`src/rtl/gcd_arbiter.sv`:
```
// gcd_arbiter: round-robin front end that shares one GCD engine
// between NREQ requesters, with one job in flight at a time.
module gcd_arbiter #(
  parameter int W    = 16,
  parameter int NREQ = 2,
  parameter int IDW  = 1,
  parameter int CW   = 8
) (
  input  logic              clk,
  input  logic              reset,
  input  logic [NREQ-1:0]   req_valid,
  input  logic [NREQ*W-1:0] req_A,
  input  logic [NREQ*W-1:0] req_B,
  output logic [NREQ-1:0]   req_ready,
  output logic [NREQ-1:0]   rsp_valid,
  input  logic [NREQ-1:0]   rsp_ready,
  output logic [W-1:0]      rsp_data,
  output logic [CW-1:0]     rsp_cycles,
  output logic              busy,
  output logic [IDW-1:0]    grant_id,
  input  logic              core_idle,
  input  logic              core_result_rdy,
  input  logic [W-1:0]      core_result_data,
  output logic              core_input_available,
  output logic [W-1:0]      core_operand_A,
  output logic [W-1:0]      core_operand_B,
  output logic              core_result_taken
);

  typedef enum logic [1:0] {
    ARB,
    ISSUE,
    WAIT_RES,
    DELIVER
  } state_t;

  localparam logic [CW-1:0]  CNT_MAX = '1;
  localparam logic [IDW:0]   NREQ_W  = (IDW+1)'(NREQ);
  localparam logic [IDW-1:0] RR_RST  = IDW'(NREQ-1);

  state_t         state_q, state_d;
  logic [IDW-1:0] rr_q, rr_d;
  logic [IDW-1:0] gnt_q, gnt_d;
  logic [W-1:0]   a_q, a_d;
  logic [W-1:0]   b_q, b_d;
  logic [W-1:0]   res_q, res_d;
  logic [CW-1:0]  cnt_q, cnt_d;
  logic [CW-1:0]  cyc_q, cyc_d;

  logic           found;
  logic [IDW-1:0] win;
  logic [IDW:0]   pos;
  logic [W-1:0]   a_sel;
  logic [W-1:0]   b_sel;
  logic           grant;

  // search starts just past the last served requester and wraps
  always_comb begin : pick
    found = 1'b0;
    win   = '0;
    pos   = '0;
    for (int k = 1; k <= NREQ; k++) begin
      pos = {1'b0, rr_q} + (IDW+1)'(k);
      if (pos >= NREQ_W) pos = pos - NREQ_W;
      if (!found && req_valid[pos[IDW-1:0]]) begin
        found = 1'b1;
        win   = pos[IDW-1:0];
      end
    end
  end

  always_comb begin : opsel
    a_sel = '0;
    b_sel = '0;
    for (int i = 0; i < NREQ; i++) begin
      if (win == IDW'(i)) begin
        a_sel = req_A[i*W +: W];
        b_sel = req_B[i*W +: W];
      end
    end
  end

  assign grant = (state_q == ARB) && core_idle
              && found && !reset;

  always_comb begin : next
    state_d = state_q;
    rr_d    = rr_q;
    gnt_d   = gnt_q;
    a_d     = a_q;
    b_d     = b_q;
    res_d   = res_q;
    cnt_d   = cnt_q;
    cyc_d   = cyc_q;
    unique case (state_q)
      ARB: begin
        if (grant) begin
          a_d     = a_sel;
          b_d     = b_sel;
          gnt_d   = win;
          state_d = ISSUE;
        end
      end
      ISSUE: begin
        cnt_d   = CW'(1);
        state_d = WAIT_RES;
      end
      WAIT_RES: begin
        if (cnt_q != CNT_MAX) cnt_d = cnt_q + CW'(1);
        if (core_result_rdy) begin
          res_d   = core_result_data;
          cyc_d   = cnt_q;
          state_d = DELIVER;
        end
      end
      DELIVER: begin
        if (rsp_ready[gnt_q]) begin
          rr_d    = gnt_q;
          state_d = ARB;
        end
      end
      default: state_d = ARB;
    endcase
  end

  always_ff @(posedge clk or posedge reset) begin
    if (reset) begin
      state_q <= ARB;
      rr_q    <= RR_RST;
      gnt_q   <= '0;
      a_q     <= '0;
      b_q     <= '0;
      res_q   <= '0;
      cnt_q   <= '0;
      cyc_q   <= '0;
    end else begin
      state_q <= state_d;
      rr_q    <= rr_d;
      gnt_q   <= gnt_d;
      a_q     <= a_d;
      b_q     <= b_d;
      res_q   <= res_d;
      cnt_q   <= cnt_d;
      cyc_q   <= cyc_d;
    end
  end

  always_comb begin : strobes
    req_ready = '0;
    rsp_valid = '0;
    if (grant) req_ready[win] = 1'b1;
    if (state_q == DELIVER) rsp_valid[gnt_q] = 1'b1;
  end

  assign busy                 = (state_q != ARB);
  assign grant_id             = gnt_q;
  assign rsp_data             = res_q;
  assign rsp_cycles           = cyc_q;
  assign core_operand_A       = a_q;
  assign core_operand_B       = b_q;
  assign core_input_available = (state_q == ISSUE);
  assign core_result_taken    = (state_q == WAIT_RES)
                             && core_result_rdy;

endmodule

```
`config.mk`:
```
export PLATFORM = sky130hd
export DESIGN_NAME = gcd_arbiter
export DESIGN_NICKNAME = d
export VERILOG_FILES = /design/src/rtl/gcd_arbiter.sv
export SDC_FILE = /design/constraint.sdc
export NUM_CORES = 1
export LEC_CHECK = 0
export CAP_MARGIN = 10
export CORE_ASPECT_RATIO = 0.6
export CORE_MARGIN = 1
export CORE_UTILIZATION = 43
export DETAILED_ROUTE_END_ITERATION = 10
export PLACE_DENSITY = 0.85
export SYNTH_ARGS = -nofsm -noshare
export SYNTH_HDL_FRONTEND = slang
export SYNTH_SLANG_ARGS = --single-unit
```
`constraint.sdc`:
```
create_clock -name clk -period 3.2 [get_ports clk]
set_input_delay 0.64 -clock clk [delete_from_list [all_inputs] [get_ports clk]]
set_output_delay 0.64 -clock clk [all_outputs]
set_load 0.1 [all_outputs]
```
==> impl_results.md <==
- Chip height: between 60 and 70 µm
- Layout fillers: 476
- Min Tclk post-route: 2473 ps
- Slew @ Worst Pin: 456.0 ps
- Die Footprint: about 7500 µm²
- Root Driver: clkbuf_16
- Setup TNS: 0 ps
- Mapped Area: 3059 µm²
- Cell with the most instances after synthesis: dfrtp_1
- CTS tree: built
- Post-synth EDFFs: 0
- Slowest cell on the critical path: clkdlybuf4s50_1
- Status: finished clean
- GR Util All Layers: between 20 and 25%
- PortBufs: roughly 150
- Final net count: 488
- Routability cong.: 0.7900
- Critical path type: in -> out
- Storage cell area: 1703 µm²
- Ys async rst share: 100.0%
- Row count: 23
- Drc violations: 0
- Worst skew pair latency: ~320 ps
- Top post-synthesis cells by area: dfrtp_1, a221o_1, nor2b_1
- Per-cell routed wire length: between 15 and 20 µm
- Tcrit/Tclk final: 77.28%
- Initial antenna violation count: 0
- Worst path arrival time: approximately 1800 ps
- Top-Level Pins: 152
- Hold crit path type: reg -> reg
- Worst Setup Start Kind: input pin
- # Max-Cap Violations: 0
- Hold Vio Cnt, Final: 0
- Worst path bufs/invs: 2
- Leading area contributor after synthesis: dfrtp_1
- Hold-fix buffers, CTS: 0
- Synth Flop Type: dfrtp_1
- Total number of vias: around 2600
- Peak Freq: roughly 0.40 GHz
- Yosys top cell area share: between 50% and 60%
- First DRT Iteration DRCs: between 100 and 150
- Post-Syn Instances: between 200 and 250
- HPWL after DPL: 6.127 mm
- Clock Skew: 5.541 ps
- Via density per instance: 5.251
- Multi-input logic area: 1221 µm²
- Final antenna-violating net count: 0
- Sink Count: between 60 and 70
- CP required: 2560 ps
- #FFs+latches synth: 68
- Pin count of the biggest net entering global routing: 36
- Setup Buffers After CTS: 0
- Syn_area_per_cell: approximately 13 µm²
- Yosys warnings: 0
- Mapped Nets: 332
- Gr ovfl total: 0
- H-tree Lvls: 3
- Chip width: approximately 110 µm
- TritonCTS buffer count: 9
- Slew Limit Fails: 0
- Cts repair resizes: 0
- Post-synth top cells: dfrtp_1, nor2b_1, a221o_1
- Register area share after synthesis: between 50 and 60%
- Initial core utilization: between 40% and 50%
- Slew HR: 69.60%
- Clock transition at path regs: around 50 ps
- Max Root-Sink Buffers: 2
- Worst Path Max Fanout: 4
- Core area: a little under 7000 µm²
- Ordered cell list for the critical path: clkdlybuf4s50_1, nand3b_4, a211oi_4, buf_12
- Vias in the first global route: between 2000 and 2500
- # setup viols final: 0
- Synth unique cells: 36
- Drt pass-1 iters: 4
- Layout area overhead: 55.79%
- Crit-path leading delay family: buffers and inverters
- Final wirelength: ~8.3 mm
- Crit path largest cell delay: 450 ps
- RSZ-0062 raised after global routing: false
- Global-route wire length before repair: about 13 mm
- Share of layout cells above drive strength 1: ~27%
- Crit end category: output pin
- # diodes: 0
placed cells by master, fill, tap and decap left out, drive strengths merged, types with 2 or more instances in the layout:
cell type      instances
a21oi                  5
a221o                 32
and2                   2
buf                   70
clkbuf                11
clkdlybuf4s50         87
clkinv                 5
dfrtp                 67
ha                     5
inv                   10
mux2                  23
mux2i                  3
nand2                  7
nand2b                 2
nand3                  4
nand4                  3
nor2                   8
nor2b                 34
nor3                   3
o21ai                  6
stage by stage:
step / instance area, µm² / utilization, % / hold WS, ps / worst slack (ps) / instances
finish: 4766 / 70.47 / 479.5 / 727.2 / 487
global route: 4766 / 70.47 / 507.9 / 712.9 / 487
CTS: 4766 / 70.47 / 484.2 / 725.7 / 487
detailed placement: 4504 / 66.61 / 472.1 / 725.7 / 471
global placement: 4504 / 66.61 / 466.3 / 761.9 / 471
floorplan: 3059 / - / 492.3 / 299.4 / 239
state kept, by name, indices dropped and copies added (netlist names):
register and flops:
state_q 2, core_operand_A 16, grant_id 1, rsp_data 16, rr_q 1, cnt_q 8
rsp_cycles 8, core_operand_B 16
cell families after synthesis:
logic type | count (synthesis) | synth area share (%)
flip-flops | 68 | 55.66
AND/OR/NAND/NOR | 66 | 12.92
AO/OA/AOI/OAI | 52 | 15.50
multiplexers | 26 | 9.448
buffers and inverters | 22 | 4.417
adder cells (fa/ha/maj) | 5 | 2.045
final timing paths:
path,from,end,slack [ps],cells after the start
max in group asynchronous,reset,core_operand_A[12],2060,3
worst max register to register,state_q[0],core_operand_A[9],1300,6
worst min register to register,rsp_cycles[3],rsp_cycles[3],480,2
min in group asynchronous,reset,rsp_data[12],810,3
worst min-delay path,rsp_cycles[3],rsp_cycles[3],480,2
worst max-delay path,reset,req_ready[1],730,4
cell type report:
cell class | instances | area share, %
clock buffer | 11 | 4.883
clock inverter | 5 | 0.6038
inverter | 10 | 0.7876
multi-input combinational | 149 | 25.62
sequential | 68 | 35.73
tap | 87 | 2.284
timing repair buffer | 157 | 30.09
worst min-delay path: stages (launching register included):
cell     delay [ps]
dfrtp_1         340
nand2_1          40
o21ai_0          60
metal layers:
metal	GRT usage, %	routed length [µm]
met1	30.40	3815
met2	34.24	3899
met3	6.822	557
met4	7.500	53
met5	0	0
Power is left out: the tool's default activity adds up to more than one toggle a clock period on the data nets, which glitch-free logic cannot reach.
